<file path="config.mk">
export PLATFORM = sky130hd
export DESIGN_NAME = mips_run_monitor
export DESIGN_NICKNAME = d
export VERILOG_FILES = /design/src/rtl/mips_run_monitor.sv
export SDC_FILE = /design/constraint.sdc
export NUM_CORES = 1
export LEC_CHECK = 0
export ABC_CLOCK_PERIOD_IN_PS = 2700
export BUFFER_PORTS_ARGS = -buffer_cell sky130_fd_sc_hd__clkbuf_2
export CAP_MARGIN = 40
export CORE_ASPECT_RATIO = 1.25
export CORE_MARGIN = 1
export CORE_UTILIZATION = 35
export DETAILED_ROUTE_END_ITERATION = 8
export PLACE_DENSITY_LB_ADDON = 0.12
export SLEW_MARGIN = 40
export SYNTH_ARGS = -nofsm -noshare
export SYNTH_HDL_FRONTEND = slang
export SYNTH_SLANG_ARGS = --single-unit
</file>
<file path="constraint.sdc">
create_clock -name clk -period 2.7 [get_ports clk]
set_clock_uncertainty 0.15 [all_clocks]
set_input_delay 0.54 -clock clk [delete_from_list [all_inputs] [get_ports clk]]
set_output_delay 0.54 -clock clk [all_outputs]
set_load 0.1 [all_outputs]
</file>
<file path="src/rtl/mips_run_monitor.sv">
// Run controller: counts cycles/retirements and ends a run on HALT, PC stall or cycle limit.
// Optional PC history buffer enabled by defining MIPS_RUN_MON_HIST_EN.
module mips_run_monitor #(
   parameter int          AW          = 32,
   parameter int          CW          = 16,
   parameter int          MAX_CYCLES  = 1024,
   parameter logic [31:0] HALT_INSTR  = 32'h0000000C,
   parameter int          STALL_LIMIT = 4
`ifdef MIPS_RUN_MON_HIST_EN
   ,
   parameter int          HIST_DEPTH  = 8
`endif
) (
   input  logic          clk,
   input  logic          rst,
   input  logic          start,
   input  logic          instr_valid,
   input  logic [AW-1:0] pc,
   input  logic [31:0]   instr,
   output logic          running,
   output logic          done,
   output logic          halted,
   output logic          timeout,
   output logic [CW-1:0] cycle_count,
   output logic [CW-1:0] instr_count
`ifdef MIPS_RUN_MON_HIST_EN
   ,
   input  logic [$clog2(HIST_DEPTH)-1:0] hist_idx,
   output logic [AW-1:0]                 hist_pc
`endif
);

   typedef enum logic [1:0] {
      IDLE = 2'd0,
      RUN  = 2'd1,
      DONE = 2'd2
   } state_t;

   state_t state_q;
   state_t state_d;

   logic [CW-1:0] stall_cnt;
   logic [AW-1:0] last_pc;
   logic          have_last;

   logic          in_run;
   logic          launch;
   logic [CW-1:0] cyc_nxt;
   logic          is_halt;
   logic          same_pc;
   logic          stall_hit;
   logic          to_hit;
   logic          halt_ev;
   logic          end_ev;

   assign in_run  = (state_q == RUN);
   assign launch  = !in_run && start;
   assign cyc_nxt = cycle_count + CW'(1);
   assign is_halt = instr_valid && (instr == HALT_INSTR);
   assign same_pc = instr_valid && have_last && (pc == last_pc);

   // Stall limit of zero disables stall detection entirely
   assign stall_hit = (STALL_LIMIT != 0) && same_pc &&
                      ((stall_cnt + CW'(1)) == CW'(STALL_LIMIT));
   assign to_hit    = (cyc_nxt == CW'(MAX_CYCLES));
   assign halt_ev   = is_halt || stall_hit;
   assign end_ev    = halt_ev || to_hit;
   assign running   = in_run;

   always_ff @(posedge clk or posedge rst) begin
      if (rst) state_q <= IDLE;
      else     state_q <= state_d;
   end

   always_comb begin
      state_d = state_q;
      unique case (state_q)
         IDLE:    if (start) state_d = RUN;
         RUN:     if (end_ev) state_d = DONE;
         DONE:    if (start) state_d = RUN;
         default: state_d = IDLE;
      endcase
   end

   always_ff @(posedge clk or posedge rst) begin
      if (rst) begin
         done        <= 1'b0;
         halted      <= 1'b0;
         timeout     <= 1'b0;
         cycle_count <= '0;
         instr_count <= '0;
         stall_cnt   <= '0;
         last_pc     <= '0;
         have_last   <= 1'b0;
      end else if (launch) begin
         done        <= 1'b0;
         halted      <= 1'b0;
         timeout     <= 1'b0;
         cycle_count <= '0;
         instr_count <= '0;
         stall_cnt   <= '0;
         last_pc     <= '0;
         have_last   <= 1'b0;
      end else if (in_run) begin
         cycle_count <= cyc_nxt;
         if (instr_valid) begin
            instr_count <= instr_count + CW'(1);
            last_pc     <= pc;
            have_last   <= 1'b1;
            stall_cnt   <= same_pc ? stall_cnt + CW'(1) : '0;
         end
         // Halt wins over a coincident timeout
         if (end_ev) begin
            done    <= 1'b1;
            halted  <= halt_ev;
            timeout <= !halt_ev;
         end
      end
   end

`ifdef MIPS_RUN_MON_HIST_EN
   localparam int HW = $clog2(HIST_DEPTH);

   logic [AW-1:0] hist [HIST_DEPTH];
   logic [HW-1:0] wptr;
   logic [HW-1:0] rd_ptr;

   always_ff @(posedge clk or posedge rst) begin
      if (rst || launch) begin
         for (int i = 0; i < HIST_DEPTH; i++) hist[i] <= '0;
         wptr <= '0;
      end else if (in_run && instr_valid) begin
         hist[wptr] <= pc;
         wptr       <= wptr + HW'(1);
      end
   end

   // Newest entry sits just behind the write pointer
   assign rd_ptr  = wptr - HW'(1) - hist_idx;
   assign hist_pc = hist[rd_ptr];
`endif

endmodule

</file>
==> flow_summary.toml, run 1 <==
[timing]
finalHoldViolations = 0
period_share_pct = 92.6
max_slew_margin_pct = 50.7
fmax_mhz = 400
min_period_ps = 2500
tightest_slew_ps = 736
setup_violations = 0
setup_slack_ps = 199
rsz0062_at_grt = "no"
slew_violations = 0

[clocking]
cts.reportedPaths.clkPinSlew_ps = 70
clockBufferDepth = 2
insertion_delay_ps = 340
cts_htree_levels = 3
clockRootBuffer = "clkbuf_16"
cts_tree = "yes"
cts_buffers = 9
cts_setup_buffers = 0
cts.sinks = 86

[cells_and_area]
final_common_cell = "clkbuf_2"
fillers = 1268
syn_to_final_growth_pct = 23.2
drive_above_1_share_pct = 25.4
n_antenna_cell = 0
final_cell_mix = "clkbuf_2, dfrtp_1, o21ai_0"
nets = 650

[power]
p_total_mw = 3.21
clkPwrFrac_pct = 39.7
peakVddDrop_v = 0.000290
powerDensity_nw_per_um2 = 566
intPower_mw = 2.27
p_switching_mw = 0.942
pwr-share-seq_pct = 44.6
p_comb_share_pct = 15.7
p_leak_nw = 2.44
switching_share_pct = 29.4

[floorplan]
die_x_um = 105
die_area_sq_um = 13600
die_h_um = 130
initial_core_util_pct = 36.0
ios = 104
core_sq_um = 12800
core.rowCount = 46

[route]
first_pass_iters = 4
avgRoutedWirePerCell_um = 15.4
vias = 4038
drcViolationCount = 0
postRouteAntennaNets = 0
routed_wirelength_um = 11600
via_per_inst = 5.38
drt_iter0_drc = 224

[worst_setup_path]
cp_data_required_time_ps = 2780
path_max_fanout = 9
cp_slowest_cell = "or4_4"
max_stage_delay_ps = 590
critPathArrivalTime_ps = 2580
cp-start-kind = "flop"
endpoint_kind = "flop"
worstPathCellList = "nand2_1 -> or4_4 -> nor2_1 -> mux2i_1 -> nor4_4 -> o31ai_1 -> a22o_1"
crit_family = "simple AND/OR/NAND/NOR gates"
critPathBufInv = 0
r2r_slack_ps = 200
critPathKind = "reg2reg"

[yosys]
yosysSeqAreaShare_pct = 46.8
synth_nets = 552
ys_seq_elements = 86
synthFlopType = "dfrtp_1"
synth_edf_count = 0
synth.avg_cell_area_sq_um = 9.59
syn_inst = 480
ys_types = 50
yosys_warnings = 0
async_flop_share_pct = 100
netlist_area_sq_um = 4600

[run_status]
outcome = "finished clean"

[place]
dpl_worst_slack_ps = -93.4
gp_congestion = 0.807
dp_hpwl_um = 8250
io_buffers = 103

[global_route]
grt_util_all_layers_pct = 17.9
met3_usage_pct = 3.95
grt_util_met1_pct = 22.5
grt_start_max_net_pins = 87
antenna_found_initial = 1
top_usage_layer = "met2"
gr-total-overflow = 0
grt_pass1_wl_um = 19200
grt_pass1_vias = 3810
gr-usage-met2_pct = 30.2

[job]
maxCapViolCount = 0

[min_path]
hp-class = "in2async"
-- flip-flops by register name, indices dropped and copies added, names as in the netlist --
name,cells
instr_count,16
cycle_count,16
stall_cnt,16
halted,1
done,1
have_last,1
last_pc,32
state_q,2
timeout,1
-- repair_timing --
action                                  4_1_cts  5_1_grt
gates resized for setup                       0        2
endpoints found under the hold margin         0        0
endpoints found under the setup margin        0        2
hold buffers                                  0        0
-- final timing paths --
| path | startpoint | end | depth (start not counted) |
|---|---|---|---|
| worst max register to register | stall_cnt[2] | timeout | 7 |
| worst max-delay path | stall_cnt[2] | timeout | 7 |
| worst min register to register | instr_count[15] | instr_count[15] | 1 |
| min in group clk | pc[24] | last_pc[24] | 2 |
| max in group asynchronous | rst | last_pc[12] | 3 |
| worst min-delay path | rst | instr_count[13] | 3 |
-- power by group through the flow --
stage,sequential (mW),combinational [mW],clock [mW]
floorplan,1.63,0.178,0
global placement,1.45,0.507,0
detailed placement,1.45,0.512,0
CTS,1.43,0.513,1.31
global route,1.44,0.542,1.37
finish,1.43,0.504,1.27
-- cell usage after synthesis, types with 2 or more instances --
cell type  count  area [sq um]
and3_1         9          56.3
nor2_1        35           131
a21oi_1        8          40.0
o41ai_1        2          17.5
and4_1         5          43.8
nor3_1         8          40.0
nor2b_1        3          18.8
o21ai_0       54           270
ha_1           4          50.1
buf_1          2          7.51
buf_2          3          15.0
nand2_1       39           146
nor4_1         9          56.3
nand3_1       28           140
dfrtp_1       86          2150
mux2i_1        4          40.0
and2_1         5          31.3
xor2_1         6          52.6
a22o_1        35           307
nand2b_1       4          25.0
xnor2_1       41           359
nand4_1       23           144
inv_1          5          18.8
o22ai_1        2          12.5
a31oi_1        4          25.0
o31ai_1       14           105
clkbuf_1      17          63.8
or3_1          3          18.8
-- worst min-delay path, cell delays in order --
cell,delay (ps)
clkbuf_2,100
clkinvlp_4,70
buf_12,350
-- layout make-up --
cell class | instances | area (sq um) | area share, %
clock buffers | 10 | 239 | 4.21
inverters | 5 | 22.5 | 0.397
flip-flops and latches | 86 | 2160 | 38.1
repair buffers | 113 | 631 | 11.1
clock inverters | 6 | 68.8 | 1.21
well taps | 168 | 210 | 3.71
multi-input cells | 363 | 2340 | 41.2
-- kinds of logic (layout without fill, tap and decap cells) --
kind of cell	after synthesis	after routing	synth area share (%)
AO/OA/AOI/OAI	123	123	17.7
multiplexers	4	4	0.870
flip-flops	86	86	46.8
buffers and inverters	31	134	3.10
adder cells (fa/ha/maj)	4	4	1.09
AND/OR/NAND/NOR	185	185	21.6
XOR/XNOR	47	47	8.94
-- stage by stage --
step                      std cells  cell area [sq um]  hold WS [ps]  TNS [ps]  utilization, %
after detailed placement        735               5340           325      -119            41.8
after global placement          735               5340           317      -104            41.8
after global routing            751               5670           196         0            44.4
final                           751               5670           140         0            44.4
after floorplan                 480               4620           296     -77.3               -
after CTS                       751               5650           185         0            44.2
-- layer usage --
| metal | up-vias | wire, um |
|---|---|---|
| li1 | 1971 | - |
| met1 | 1930 | 5030 |
| met2 | 118 | 5660 |
| met3 | 17 | 684 |
| met4 | 2 | 210 |
| met5 | - | 9 |
(Power assumes the default switching activity.)
==> run 2: changes to the inputs <==
--- a/config.mk
+++ b/config.mk
@@ -8,9 +8,9 @@
 export ABC_CLOCK_PERIOD_IN_PS = 2700
 export BUFFER_PORTS_ARGS = -buffer_cell sky130_fd_sc_hd__clkbuf_2
 export CAP_MARGIN = 40
-export CORE_ASPECT_RATIO = 1.25
 export CORE_MARGIN = 1
 export CORE_UTILIZATION = 35
+export CTS_BUF_LIST = sky130_fd_sc_hd__clkbuf_4 sky130_fd_sc_hd__clkbuf_8
 export DETAILED_ROUTE_END_ITERATION = 8
 export PLACE_DENSITY_LB_ADDON = 0.12
 export SLEW_MARGIN = 40
==> run 2 against run 1 <==
Compared with the run above: non-clock buffer count increased by 1; critical path depth increased by 1; register-to-register slack about the same; fmax decreased by 0.23%; power decreased by 9.8%; die area about the same; sequential power about the same; global-route usage decreased by 0.17 points; wire length decreased by 1.8%; critical path type unchanged.
==> flow_summary.toml, run 2 (synthesized netlist as in run 1, its figures left out) <==
[worst_setup_path]
r2r_slack_ps = 190
endpoint_kind = "flop"
critPathArrivalTime_ps = 2620
r2r-end = "halted"
worstPathCellList = "ha_1 -> and2_1 -> and2_1 -> xnor2_1 -> nand4_1 -> a2111oi_2 -> o21ai_0 -> a22o_1"
r2r-start = "cycle_count[0]"
critPathBufInv = 0
ff2ff_path_depth = 8
cp_data_required_time_ps = 2820
max_stage_delay_ps = 480
crit_family = "compound AO/OA/AOI/OAI gates"
cp-start-kind = "flop"
crit_top_cell = "and2_1"
path_max_fanout = 8
critPathKind = "reg2reg"
cp_slowest_cell = "a2111oi_2"

[timing]
rsz0062_at_grt = "no"
min_period_ps = 2510
setup_tns_ps = 0
setup_violations = 0
finalHoldViolations = 0
fmax_mhz = 399
max_slew_margin_pct = 48.5
slew_violations = 0
tightest_slew_ps = 769
period_share_pct = 92.8

[cells_and_area]
nets = 651
final_cell_mix = "clkbuf_2, dfrtp_1, o21ai_0"
regMostFlops = "last_pc"
final_cell_area_sq_um = 5560
fillers = 1284
largest_reg_flops = 32
syn_to_final_growth_pct = 20.8
drive_above_1_share_pct = 25.5
fin_util_pct = 43.7
final_common_cell = "clkbuf_2"
n_antenna_cell = 0

[min_path]
hp-class = "in2async"

[route]
routed_wirelength_um = 11400
drcViolationCount = 0
avgRoutedWirePerCell_um = 15.1
drt_iter0_drc = 254
postRouteAntennaNets = 0
via_per_inst = 5.30
first_pass_iters = 4
vias = 4006

[global_route]
grt_pass1_wl_um = 18400
antenna_found_initial = 0
grt_pass1_vias = 3652
grt_start_max_net_pins = 87
grt_util_all_layers_pct = 17.7
gr-total-overflow = 0

[floorplan]
initial_core_util_pct = 36.2
die_area_sq_um = 13600
ios = 104
die_x_um = 117
core.rowCount = 41
die_h_um = 117
core_sq_um = 12700

[power]
p_comb_share_pct = 17.5
p_leak_nw = 2.38
p_total_mw = 2.89
clkPwrFrac_pct = 33.4
intPower_mw = 2.01
pwr-share-seq_pct = 49.1
switching_share_pct = 30.4
powerDensity_nw_per_um2 = 520
p_switching_mw = 0.880
peakVddDrop_v = 0.000336

[clocking]
insertion_delay_ps = 370
cts_buffers = 9
cts.reportedPaths.clkPinSlew_ps = 90
cts_resized = 0
cts-hold-fix-buffers = 0
cts.sinks = 86
clockBufferDepth = 2
cts_tree = "yes"
clockRootBuffer = "clkbuf_8"
cts_setup_buffers = 0
cts_htree_levels = 3

[run_status]
outcome = "finished clean"

[job]
maxCapViolCount = 0

[place]
placed_area_sq_um = 5350
gp_congestion = 0.794
io_buffers = 103
dp_hpwl_um = 7900
-- run 2: worst max-delay path by stage --
stage	start	to	slack, ps	cells past startpoint
after global placement	instr[7]	timeout	-150	6
after global routing	cycle_count[0]	halted	60	8
after CTS	cycle_count[0]	halted	180	8
after floorplan	cycle_count[7]	halted	-80	6
final	cycle_count[0]	halted	190	8
after detailed placement	instr[7]	timeout	-180	6
-- run 2: power by group through the flow --
stage	Combinational (mW)	Sequential [mW]	Clock (mW)
final	0.505	1.42	0.967
after global routing	0.543	1.44	1.06
after CTS	0.514	1.42	1.01
after detailed placement	0.512	1.45	0
after global placement	0.507	1.45	0
after floorplan	0.178	1.63	0
-- run 2: metal layers --
layer	part of all wire [%]	up-vias	global-route usage, %
li1	-	1958	-
met1	47	1940	23.4
met2	47	99	28.0
met3	5.1	9	5.29
met4	1.3	0	5.23
met5	0	-	0
-- run 2: metrics by stage --
stage / hold slack (ps) / setup slack (ps) / std cells
global route: 146 / 64.9 / 756
global placement: 315 / -148 / 740
CTS: 133 / 179 / 756
floorplan: 296 / -77.3 / 480
detailed placement: 326 / -181 / 740
finish: 116 / 193 / 756
-- run 2: worst reg2reg max path: stages, from the launching register on --
cell       delay [ps]
dfrtp_2           450
ha_1              260
and2_1            220
and2_1            230
xnor2_1           160
nand4_1           120
a2111oi_2         480
o21ai_0           150
a22o_1            190
-- run 2: cell type report --
class                   count  area (sq um)  area share (%)
multi-input cells         363          2320            41.6
flip-flops and latches     86          2160            38.9
repair buffers            114           638            11.5
well taps                 172           215            3.87
clock buffers              13           166            2.99
clock inverters             3          42.5           0.765
inverters                   5          22.5           0.405
